$ cat config.mk
export PLATFORM = sky130hd
export DESIGN_NAME = ps2_cmd_scheduler
export DESIGN_NICKNAME = d
export VERILOG_FILES = /design/src/rtl/ps2_cmd_scheduler.sv
export SDC_FILE = /design/constraint.sdc
export NUM_CORES = 1
export LEC_CHECK = 0
export BUFFER_PORTS_ARGS = -buffer_cell sky130_fd_sc_hd__buf_2
export CAP_MARGIN = 20
export CELL_PAD_IN_SITES_DETAIL_PLACEMENT = 1
export CELL_PAD_IN_SITES_GLOBAL_PLACEMENT = 1
export CORE_MARGIN = 3
export CORE_UTILIZATION = 46
export DETAILED_ROUTE_END_ITERATION = 6
export PLACE_DENSITY_LB_ADDON = 0.08
export SETUP_SLACK_MARGIN = 0.1
export SYNTH_ARGS = -nofsm -noshare
export SYNTH_HDL_FRONTEND = slang
export SYNTH_SLANG_ARGS = --single-unit
$ cat constraint.sdc
create_clock -name clk_i -period 3.8 [get_ports clk_i]
set_input_delay 0.38 -clock clk_i [delete_from_list [all_inputs] [get_ports clk_i]]
set_output_delay 0.38 -clock clk_i [all_outputs]
set_load 0.01 [all_outputs]
$ cat src/rtl/ps2_cmd_scheduler.sv
// Arbitrates CPU and LED-update commands onto the PS/2 host-to-keyboard path,
// waits for the keyboard ACK (FA), handles resend (FE) and timeouts with bounded retries.
module ps2_cmd_scheduler #(
  parameter logic [23:0] TIMEOUT_CYCLES = 24'd1_400_000,
  parameter logic [1:0]  MAX_RETRIES    = 2'd3
) (
  input  logic       clk_i,
  input  logic       rst_ni,
  input  logic       cpu_wr_i,
  input  logic [7:0] cpu_data_i,
  output logic       cpu_busy_o,
  input  logic       led_req_i,
  input  logic [2:0] led_state_i,
  output logic [7:0] tx_data_o,
  output logic       tx_load_o,
  input  logic       tx_busy_i,
  input  logic       tx_error_i,
  input  logic       rx_new_i,
  input  logic [7:0] rx_code_i,
  output logic       done_ok_o,
  output logic       done_fail_o,
  output logic       fail_owner_o
);

  localparam logic [7:0] CMD_SET_LEDS = 8'hED;
  localparam logic [7:0] RSP_ACK      = 8'hFA;
  localparam logic [7:0] RSP_RESEND   = 8'hFE;
  localparam logic       OWNER_CPU    = 1'b0;
  localparam logic       OWNER_LED    = 1'b1;

  typedef enum logic [2:0] {
    S_IDLE, S_LOAD, S_TXSTART, S_TXDONE, S_ACK, S_RETRY, S_END_OK, S_END_FAIL
  } state_e;

  state_e      state_q;
  logic        cpu_pend_q;
  logic [7:0]  cpu_byte_q;
  logic        led_pend_q;
  logic        owner_q;
  logic        idx_q;
  logic [1:0]  retry_q;
  logic [23:0] tmo_q;
  logic [7:0]  tx_data_q;
  logic        tx_load_q;
  logic        done_ok_q;
  logic        done_fail_q;
  logic        fail_owner_q;

  logic        tmo_hit_s;
  logic        last_byte_s;

  // Byte for a given owner and position: CPU sends its latched byte, LED sends ED then the mask.
  function automatic logic [7:0] pick_byte(input logic owner, input logic idx,
                                           input logic [7:0] cpu_b, input logic [2:0] leds);
    if (owner == OWNER_CPU) begin
      return cpu_b;
    end else if (idx == 1'b0) begin
      return CMD_SET_LEDS;
    end else begin
      return {5'b00000, leds};
    end
  endfunction

  // Wait-phase timeout and end-of-sequence detection.
  always_comb begin
    tmo_hit_s   = (tmo_q == (TIMEOUT_CYCLES - 24'd1));
    last_byte_s = (owner_q == OWNER_CPU) ? 1'b1 : idx_q;
  end

  // Request capture and command sequencing FSM; all outputs registered here.
  always_ff @(posedge clk_i) begin
    if (!rst_ni) begin
      state_q      <= S_IDLE;
      cpu_pend_q   <= 1'b0;
      cpu_byte_q   <= 8'h00;
      led_pend_q   <= 1'b0;
      owner_q      <= OWNER_CPU;
      idx_q        <= 1'b0;
      retry_q      <= 2'd0;
      tmo_q        <= 24'd0;
      tx_data_q    <= 8'h00;
      tx_load_q    <= 1'b0;
      done_ok_q    <= 1'b0;
      done_fail_q  <= 1'b0;
      fail_owner_q <= 1'b0;
    end else begin
      tx_load_q   <= 1'b0;
      done_ok_q   <= 1'b0;
      done_fail_q <= 1'b0;

      if (cpu_wr_i && !cpu_pend_q) begin
        cpu_pend_q <= 1'b1;
        cpu_byte_q <= cpu_data_i;
      end
      if (led_req_i) begin
        led_pend_q <= 1'b1;
      end

      case (state_q)
        S_IDLE: begin
          if (cpu_pend_q) begin
            owner_q   <= OWNER_CPU;
            idx_q     <= 1'b0;
            retry_q   <= 2'd0;
            tx_data_q <= cpu_byte_q;
            tx_load_q <= 1'b1;
            state_q   <= S_LOAD;
          end else if (led_pend_q) begin
            // A pulse arriving on the grant cycle must survive as a new request.
            led_pend_q <= led_req_i;
            owner_q    <= OWNER_LED;
            idx_q      <= 1'b0;
            retry_q    <= 2'd0;
            tx_data_q  <= CMD_SET_LEDS;
            tx_load_q  <= 1'b1;
            state_q    <= S_LOAD;
          end
        end
        S_LOAD: begin
          tmo_q   <= 24'd0;
          state_q <= S_TXSTART;
        end
        S_TXSTART: begin
          if (tx_busy_i) begin
            tmo_q   <= 24'd0;
            state_q <= S_TXDONE;
          end else if (tmo_hit_s) begin
            state_q <= S_RETRY;
          end else begin
            tmo_q <= tmo_q + 24'd1;
          end
        end
        S_TXDONE: begin
          if (!tx_busy_i) begin
            tmo_q   <= 24'd0;
            state_q <= tx_error_i ? S_RETRY : S_ACK;
          end else if (tmo_hit_s) begin
            state_q <= S_RETRY;
          end else begin
            tmo_q <= tmo_q + 24'd1;
          end
        end
        S_ACK: begin
          if (rx_new_i && (rx_code_i == RSP_ACK)) begin
            if (last_byte_s) begin
              done_ok_q    <= 1'b1;
              fail_owner_q <= owner_q;
              state_q      <= S_END_OK;
            end else begin
              idx_q     <= 1'b1;
              retry_q   <= 2'd0;
              tx_data_q <= pick_byte(owner_q, 1'b1, cpu_byte_q, led_state_i);
              tx_load_q <= 1'b1;
              state_q   <= S_LOAD;
            end
          end else if (rx_new_i && (rx_code_i == RSP_RESEND)) begin
            state_q <= S_RETRY;
          end else if (tmo_hit_s) begin
            state_q <= S_RETRY;
          end else begin
            tmo_q <= tmo_q + 24'd1;
          end
        end
        S_RETRY: begin
          if (retry_q == MAX_RETRIES) begin
            done_fail_q  <= 1'b1;
            fail_owner_q <= owner_q;
            state_q      <= S_END_FAIL;
          end else begin
            retry_q   <= retry_q + 2'd1;
            tx_data_q <= pick_byte(owner_q, idx_q, cpu_byte_q, led_state_i);
            tx_load_q <= 1'b1;
            state_q   <= S_LOAD;
          end
        end
        S_END_OK, S_END_FAIL: begin
          if (owner_q == OWNER_CPU) begin
            cpu_pend_q <= 1'b0;
          end
          state_q <= S_IDLE;
        end
        default: begin
          state_q <= S_IDLE;
        end
      endcase
    end
  end

  assign cpu_busy_o   = cpu_pend_q;
  assign tx_data_o    = tx_data_q;
  assign tx_load_o    = tx_load_q;
  assign done_ok_o    = done_ok_q;
  assign done_fail_o  = done_fail_q;
  assign fail_owner_o = fail_owner_q;

endmodule

==> impl_metrics.env, run 1 <==
export IMPL_reg2reg_slack_ns=1.19
export IMPL_relSlewSlack=0.340
export IMPL_drc=0
export IMPL_swShare=0.278
export IMPL_place_hpwl_um=5320
export IMPL_fin_ws_ns=1.19
export IMPL_io_buffers=38
export IMPL_antenna_found_initial=0
export IMPL_dpl_cell_count=416
export IMPL_grt_pass1_wl_um=12400
export IMPL_grtUsageTotal=0.212
export IMPL_p_per_area_nw_per_um2=382
export IMPL_p_leak_nw=1.06
export IMPL_min_delay_start="led_req_i"
export IMPL_crit_path_start_kind="flop"
export IMPL_synth_ff_type="dfxtp_1"
export IMPL_viasPerCell=6.00
export IMPL_totalPowerFinal_mw=1.17
export IMPL_antenna_left=0
export IMPL_final_max_slew_violation_count=0
export IMPL_cts_setup_buffers=0
export IMPL_power_frac_clock=0.328
export IMPL_die_w_um=83.3
export IMPL_hold_violations=0
export IMPL_required_ns=4.03
export IMPL_yosysWarnings=0
export IMPL_grt_pass1_vias=2422
export IMPL_rr_worst_depth=5
export IMPL_num_antenna_cells=0
export IMPL_hold_buffers=0
export IMPL_die_area_sq_um=6940
export IMPL_period_share=0.686
export IMPL_dr_first_iter_drc_count=109
export IMPL_cp_max_fo=21
export IMPL_path_buf_inv=0
export IMPL_clock_sinks=53
export IMPL_crit_path_end_kind="flop"
export IMPL_worstSkewPairLatency_ns=0.30
export IMPL_reg2reg_from="state_q[1]"
export IMPL_drtPass1Iterations=4
export IMPL_worstMarginPinSlew_ns=0.989
export IMPL_min_path_cells=2
export IMPL_ys_ff_latch=53
export IMPL_arrival_ns=2.84
export IMPL_skew_ns=0.00679
export IMPL_cp_depth=5
export IMPL_fmax_mhz=384
export IMPL_core_area_sq_um=5640
export IMPL_synth_avg_cell_area_sq_um=8.51
export IMPL_cts_tree="built"
export IMPL_synth_area_sq_um=2750
export IMPL_clock_root_buffer="clkbuf_8"
export IMPL_finalNonFillerCells=424
export IMPL_crit_chain="nor2b_1 -> and3_1 -> a2111oi_4 -> o221ai_1 -> a21oi_1"
export IMPL_cp_top_family="compound AO/OA/AOI/OAI gates"
export IMPL_cts_htree_levels=2
export IMPL_drive_gt1_frac=0.168
export IMPL_ios=39
export IMPL_p_seq_frac=0.520
export IMPL_crit_type="reg -> reg"
export IMPL_dp_slack_ns=1.27
export IMPL_rsz0062_at_grt="no"
export IMPL_place_congestion=0.809
export IMPL_ys_seq_area_frac=0.386
export IMPL_peakVddDrop_v=0.000194
export IMPL_cts_buffer_depth=2
export IMPL_cts_buffers=5
export IMPL_syn_inst=323
export IMPL_status="complete, no violations"
export IMPL_syn_num_nets=351
export IMPL_p_switching_mw=0.326
export IMPL_async_flop_share=0
export IMPL_rows=27
export IMPL_route_vias_total=2543
export IMPL_wire_per_inst_um=17.2
export IMPL_drt_total_wl_um=7300
export IMPL_hold_path_endpoint="led_pend_q"
export IMPL_cts_resized_gates=0
export IMPL_internal_power_mw=0.849
export IMPL_finalCriticalPeriod_ns=2.61
export IMPL_tns_ns=0
export IMPL_combPwrFrac=0.152
export IMPL_fp_dieH_um=83.3
export IMPL_area_growth_pct=11.7
export IMPL_drv_cap=0
export IMPL_hold_path_class="in -> reg"
export IMPL_clk_pin_slew_ns=0.10
export IMPL_synth_edf_count=0
export IMPL_start_util=0.487
export IMPL_r2r_end="tx_data_o[2]"
export IMPL_final_nets=379
export IMPL_cp_slowest_cell="a2111oi_4"
export IMPL_setup_viol=0
export IMPL_grt_max_degree=26
export IMPL_grt_overflow_total=0
export IMPL_critical_path_max_stage_delay_ns=0.91
export IMPL_synth_distinct_cells=60
[cell type report]
| type | instances | area (sq um) |
|---|---|---|
| Clock buffer | 5 | 68.8 |
| Clock inverter | 3 | 46.3 |
| Fill cell | 695 | 2570 |
| Inverter | 8 | 30.0 |
| Multi-Input combinational cell | 244 | 1580 |
| Sequential cell | 53 | 1060 |
| Tap cell | 72 | 90.1 |
| Timing Repair Buffer | 39 | 198 |
[Yosys cell counts, types with 3 or more instances]
library cell	count	area [sq um]
dfxtp_1	53	1060
nor2_1	33	124
a21oi_1	27	135
nand2_1	17	63.8
o21ai_0	17	85.1
nand3_1	15	75.1
clkbuf_1	10	37.5
a211oi_1	9	67.6
mux2i_1	9	90.1
nand4_1	9	56.3
inv_1	8	30.0
nor2b_1	8	50.1
nand2b_1	7	43.8
xnor2_1	7	61.3
o31ai_1	6	45.0
or4_1	6	45.0
buf_2	5	25.0
or3_1	5	31.3
and4_1	4	35.0
and2_1	3	18.8
and3_1	3	18.8
nand4b_1	3	26.3
o221ai_1	3	26.3
or2_2	3	18.8
or4b_1	3	30.0
[worst max path at each step]
stage / start / end / slack (ns)
floorplan: state_q[1] / tmo_q[2] / 1.96
global placement: state_q[1] / tx_load_o / 1.31
detailed placement: state_q[1] / tx_data_o[0] / 1.27
CTS: state_q[1] / tx_data_o[2] / 1.22
global route: state_q[1] / tx_data_o[0] / 0.92
finish: state_q[1] / tx_data_o[2] / 1.19
[per-stage QoR]
| step | instance area [sq um] | utilization | hold WS, ns |
|---|---|---|---|
| floorplan | 2750 | - | 0.449 |
| global placement | 2960 | 0.524 | 0.439 |
| detailed placement | 2960 | 0.524 | 0.447 |
| CTS | 3070 | 0.545 | 0.278 |
| global route | 3070 | 0.545 | 0.288 |
| finish | 3070 | 0.545 | 0.282 |
[power groups by stage]
stage / registers (mW) / clock network, mW / logic, mW
after global routing: 0.617 / 0.421 / 0.200
final: 0.611 / 0.385 / 0.178
after CTS: 0.611 / 0.394 / 0.180
after floorplan: 0.612 / 0 / 0.133
after global placement: 0.623 / 0 / 0.172
after detailed placement: 0.624 / 0 / 0.178
[cells by family after synthesis]
family,after synthesis,share of synthesized area
xor+xnor,8,0.0255
compound gates,89,0.218
mux,10,0.0369
buf+inv,26,0.0446
fa+ha+maj,2,0.00910
flops,53,0.386
simple gates,135,0.280
[layout by cell type (no fill, tap or decap), types with 5 or more instances in the layout]
cell type,synthesis,routed
buf_2,5,38
clkbuf_8,0,5
dfxtp_1,53,53
nor2_1,33,33
inv_1,8,8
nand4_1,9,9
or4_1,6,6
nand3_1,15,15
a21oi_1,27,27
mux2i_1,9,9
nor2b_1,8,8
o21ai_0,17,17
a211oi_1,9,9
nand2_1,17,17
o31ai_1,6,6
or3_1,5,5
nand2b_1,7,7
xnor2_1,7,7
[flip-flops by register name, summed over array words and instances, names as in the netlist]
register and count:
tmo_q 24, state_q 3, cpu_busy_o 1, done_ok_o 1, tx_load_o 1, tx_data_o 8
retry_q 2, led_pend_q 1, idx_q 1, cpu_byte_q 8, owner_q 1, done_fail_o 1
fail_owner_o 1
[per-layer routing]
metal,part of all wire,global-route usage
met3,0.032,0.0357
met1,0.51,0.312
met2,0.46,0.325
met4,0.0036,0.0401
met5,0,0
No activity file was read; power rests on OpenSTA's default activity.
==> run 2: changes to the inputs <==
--- a/config.mk
+++ b/config.mk
@@ -10,7 +10,7 @@
 export CELL_PAD_IN_SITES_DETAIL_PLACEMENT = 1
 export CELL_PAD_IN_SITES_GLOBAL_PLACEMENT = 1
 export CORE_MARGIN = 3
-export CORE_UTILIZATION = 46
+export CORE_UTILIZATION = 39
 export DETAILED_ROUTE_END_ITERATION = 6
 export PLACE_DENSITY_LB_ADDON = 0.08
 export SETUP_SLACK_MARGIN = 0.1
==> constraint.sdc (replaced) <==
create_clock -name clk_i -period 2.3 [get_ports clk_i]
set_input_delay 0.23 -clock clk_i [delete_from_list [all_inputs] [get_ports clk_i]]
set_output_delay 0.23 -clock clk_i [all_outputs]
set_load 0.01 [all_outputs]
==> run 2 against run 1 <==
Count of clock-buffer cells in the layout up 1; sequential share of layout area shrank 1.6 points; non-clock buffer count grew 15; sequential power rose by 62%; critical path type unchanged; setup slack worse by 0.98 ns; combinational power is 92% higher; hold slack got worse by 0.16 ns; die area is 17% higher; via count rose by 3.0%; critical path depth is the same; largest power group unchanged.
==> impl_metrics.env, run 2 (same netlist as run 1, synthesis figures left out) <==
export IMPL_crit_type="reg -> reg"
export IMPL_worstSkewPairLatency_ns=0.31
export IMPL_required_ns=2.55
export IMPL_hold_path_class="in -> reg"
export IMPL_route_vias_total=2620
export IMPL_ios=39
export IMPL_io_buffers=38
export IMPL_clk_pin_slew_ns=0.10
export IMPL_grt_overflow_total=0
export IMPL_grtUsageTotal=0.184
export IMPL_p_per_area_nw_per_um2=581
export IMPL_dr_first_iter_drc_count=158
export IMPL_rows=29
export IMPL_place_hpwl_um=5430
export IMPL_arrival_ns=2.33
export IMPL_skew_ns=0.00436
export IMPL_core_area_sq_um=6600
export IMPL_fmax_mhz=480
export IMPL_antenna_found_initial=0
export IMPL_grt_most_used_layer="met2"
export IMPL_rsz0062_at_grt="no"
export IMPL_cts_setup_buffers=0
export IMPL_fillers=803
export IMPL_cp_max_fo=12
export IMPL_die_area_sq_um=8100
export IMPL_final_cell_mix="53 x dfxtp_1, 38 x buf_2, 32 x nor2_1"
export IMPL_viasPerCell=5.70
export IMPL_cts_buffers=5
export IMPL_area_growth_pct=17.2
export IMPL_grt_util_met1=0.276
export IMPL_drt_total_wl_um=7400
export IMPL_reg2reg_slack_ns=0.22
export IMPL_drive_gt1_frac=0.210
export IMPL_clock_root_buffer="clkbuf_8"
export IMPL_holdWs_ns=0.127
export IMPL_die_w_um=90.0
export IMPL_drc=0
export IMPL_clock_sinks=53
export IMPL_final_common_cell="dfxtp_1"
export IMPL_drtPass1Iterations=4
export IMPL_crit_path_end_kind="flop"
export IMPL_final_nets=394
export IMPL_largest_reg_flops=24
export IMPL_cts_tree="built"
export IMPL_regArea_sq_um=1060
export IMPL_peakVddDrop_v=0.000329
export IMPL_grt_max_degree=21
export IMPL_regMostFlops="tmo_q"
export IMPL_hold_violations=0
export IMPL_p_leak_nw=1.13
export IMPL_final_max_slew_violation_count=0
export IMPL_multi_input_area_sq_um=1620
export IMPL_drv_cap=0
export IMPL_setup_viol=0
export IMPL_wire_per_inst_um=16.1
export IMPL_grt_pass1_vias=2519
export IMPL_period_share=0.906
export IMPL_cts_htree_levels=2
export IMPL_worstMarginPinSlew_ns=0.740
export IMPL_num_antenna_cells=0
export IMPL_antenna_left=0
export IMPL_start_util=0.416
export IMPL_fp_dieH_um=90.0
export IMPL_relSlewSlack=0.505
export IMPL_crit_path_start_kind="flop"
export IMPL_finalCriticalPeriod_ns=2.08
export IMPL_grt_pass1_wl_um=12500
export IMPL_grtUsageMet2=0.276
export IMPL_place_congestion=0.824
export IMPL_grt_use_met3=0.0301
export IMPL_tns_ns=0
export IMPL_status="complete, no violations"
export IMPL_cts_buffer_depth=2
-- run 2: worst max-delay path: stages, from the launching register on --
cell,delay [ns]
dfxtp_1,0.42
or3b_4,0.45
a21oi_4,0.23
nor2_1,0.23
or4_1,0.56
a21oi_1,0.15
-- run 2: area by class of cell --
cell class / count / area share
repair buffers: 54 / 0.0963
clock inverters: 2 / 0.00466
flip-flops and latches: 53 / 0.329
clock buffers: 6 / 0.0225
inverters: 8 / 0.00932
well taps: 93 / 0.0361
multi-input cells: 244 / 0.502
-- run 2: stage by stage --
stage	instance area, sq um	std cells	setup slack, ns	util	power, mW
floorplan	2750	323	0.459	-	1.23
global placement	3100	452	0.223	0.469	1.34
detailed placement	3100	452	0.123	0.469	1.35
CTS	3190	460	0.200	0.483	1.89
global route	3220	460	0.0956	0.488	1.97
finish	3220	460	0.217	0.488	1.87
-- run 2: power breakdown --
group / switching, mW / total [mW] / internal, mW
Clock: 0.327 / 0.542 / 0.216
Combinational: 0.205 / 0.342 / 0.137
Sequential: 0.0306 / 0.990 / 0.959
-- run 2: timing repair --
item                                    in CTS  in global routing
endpoints found under the setup margin       4                 12
pin swaps                                    0                  0
endpoints found under the hold margin        0                  0
resized for setup                            1                  7
hold buffers                                 0                  0
-- run 2: final timing paths --
check          startpoint      endpoint  depth (start not counted)
min             led_req_i    led_pend_q                          2
max reg2reg    state_q[1]      tmo_q[6]                          5
min reg2reg  fail_owner_o  fail_owner_o                          2
max            state_q[1]      tmo_q[6]                          5
-- run 2: layer usage --
layer / routed length (um) / vias to the layer above
met4: 53 / 0
met3: 308 / 4
met1: 3910 / 1278
met2: 3120 / 50
li1: - / 1288
met5: 0 / -
==> run 3: changes to the inputs <==
--- a/config.mk
+++ b/config.mk
@@ -10,7 +10,7 @@
 export CELL_PAD_IN_SITES_DETAIL_PLACEMENT = 1
 export CELL_PAD_IN_SITES_GLOBAL_PLACEMENT = 1
 export CORE_MARGIN = 3
-export CORE_UTILIZATION = 39
+export CORE_UTILIZATION = 46
 export DETAILED_ROUTE_END_ITERATION = 6
 export PLACE_DENSITY_LB_ADDON = 0.08
 export SETUP_SLACK_MARGIN = 0.1
==> constraint.sdc (replaced) <==
create_clock -name clk_i -period 2.62 [get_ports clk_i]
set_input_delay 0.262 -clock clk_i [delete_from_list [all_inputs] [get_ports clk_i]]
set_output_delay 0.262 -clock clk_i [all_outputs]
set_load 0.01 [all_outputs]
==> run 3 against run 2 <==
Non-clock buffer count is 7 lower; sequential share of layout area rose by 0.68 points; final cell count is 6.1% lower; via count rose by 0.69%; wire length is 8.4% higher; register-to-register slack better by 0.08 ns; clock skew increased by 0.0045 ns; global-route usage is 4.8 points higher; power decreased by 2.2%; sequential power fell by 12%; largest power group unchanged.
==> impl_metrics.env, run 3 (same netlist as run 1, synthesis figures left out) <==
export IMPL_clock_sinks=53
export IMPL_grt_max_degree=22
export IMPL_fin_ws_ns=0.293
export IMPL_crit_path_end_kind="flop"
export IMPL_io_buffers=38
export IMPL_arrival_ns=2.57
export IMPL_cp_max_fo=14
export IMPL_drv_cap=0
export IMPL_final_cell_mix="53 x dfxtp_1, 38 x buf_2, 33 x nor2_1"
export IMPL_skew_ns=0.00881
export IMPL_worstMarginPinSlew_ns=0.799
export IMPL_final_max_slew_violation_count=0
export IMPL_final_util=0.560
export IMPL_largest_reg_flops=24
export IMPL_regMostFlops="tmo_q"
export IMPL_grtUsageMet2=0.397
export IMPL_wire_per_inst_um=18.6
export IMPL_grt_util_met1=0.297
export IMPL_cp_top_family="simple AND/OR/NAND/NOR gates"
export IMPL_clk_pin_slew_ns=0.10
export IMPL_place_congestion=0.846
export IMPL_fillers=709
export IMPL_crit_type="reg -> reg"
export IMPL_final_nets=387
export IMPL_required_ns=2.86
export IMPL_p_per_area_nw_per_um2=580
export IMPL_peakVddDrop_v=0.000320
export IMPL_design_area_sq_um=3160
export IMPL_relSlewSlack=0.466
export IMPL_totalPowerFinal_mw=1.83
export IMPL_die_area_sq_um=6940
export IMPL_p_leak_nw=1.12
export IMPL_grt_pass1_vias=2663
export IMPL_final_common_cell="dfxtp_1"
export IMPL_start_util=0.487
export IMPL_core_area_sq_um=5640
export IMPL_grt_use_met3=0.0387
export IMPL_rows=27
export IMPL_cts_buffer_depth=2
export IMPL_cp_slowest_cell="or4b_1"
export IMPL_critical_path_max_stage_delay_ns=0.57
export IMPL_drive_gt1_frac=0.189
export IMPL_hold_path_class="in -> reg"
export IMPL_dr_first_iter_drc_count=102
export IMPL_dp_slack_ns=0.332
export IMPL_num_antenna_cells=0
export IMPL_grt_pass1_wl_um=13200
export IMPL_worstSkewPairLatency_ns=0.31
export IMPL_cts_setup_buffers=0
export IMPL_clock_root_buffer="clkbuf_8"
export IMPL_die_w_um=83.3
export IMPL_finalCriticalPeriod_ns=2.33
export IMPL_hold_violations=0
export IMPL_viasPerCell=6.11
export IMPL_path_buf_inv=0
export IMPL_drtPass1Iterations=4
export IMPL_fmax_mhz=430
export IMPL_cts_buffers=5
export IMPL_cts_htree_levels=2
export IMPL_grt_overflow_total=0
export IMPL_cts_tree="built"
export IMPL_area_growth_pct=14.8
export IMPL_status="complete, no violations"
export IMPL_tns_ns=0
export IMPL_rsz0062_at_grt="no"
export IMPL_drt_total_wl_um=8020
export IMPL_fp_dieH_um=83.3
export IMPL_antenna_found_initial=0
export IMPL_crit_chain="nand3_1 -> nor4_2 -> o2111ai_2 -> or4b_1 -> a21oi_1"
export IMPL_period_share=0.888
export IMPL_grt_most_used_layer="met2"
export IMPL_setup_viol=0
export IMPL_place_area_sq_um=3020
export IMPL_route_vias_total=2638
export IMPL_ios=39
export IMPL_place_hpwl_um=5810
export IMPL_antenna_left=0
export IMPL_grtUsageTotal=0.232
export IMPL_drc=0
export IMPL_crit_path_start_kind="flop"
## run 3: repair_timing
action,in CTS,in global routing
hold buffers,0,0
hold endpoints to repair,0,0
endpoints found under the setup margin,0,5
gates resized for setup,0,1
## run 3: cell type report
type	count	area [sq um]	share of cell area
clock inverter	3	65.1	0.0206
multi-input combinational	244	1590	0.502
timing repair buffer	47	258	0.0816
sequential	53	1060	0.336
clock buffer	5	68.8	0.0218
tap	72	90.1	0.0285
inverter	8	30.0	0.00951
## run 3: worst paths after layout
| kind | startpoint | to | slack, ns | cells after the start |
|---|---|---|---|---|
| setup / recovery | tmo_q[2] | tmo_q[15] | 0.29 | 5 |
| hold / removal | led_req_i | led_pend_q | 0.16 | 2 |
| setup reg to reg | tmo_q[2] | tmo_q[15] | 0.29 | 5 |
| hold reg to reg | fail_owner_o | fail_owner_o | 0.46 | 2 |
## run 3: per-stage QoR
stage	cells	hold slack (ns)
final	432	0.162
after global routing	432	0.173
after CTS	432	0.158
after detailed placement	424	0.454
after global placement	424	0.438
after floorplan	323	0.386
## run 3: report_power, final
group	total [mW]	leakage, nW	internal [mW]	switching [mW]
registers	0.872	0.431	0.842	0.0304
logic	0.300	0.616	0.117	0.183
clock network	0.660	0.0681	0.380	0.280
total	1.83	1.12	1.34	0.494
## run 3: layer usage
layer  up-vias  share of wire
met5         -              0
met4         0          0.021
met3        14          0.045
met2        58           0.49
met1      1283           0.45
li1       1283              -
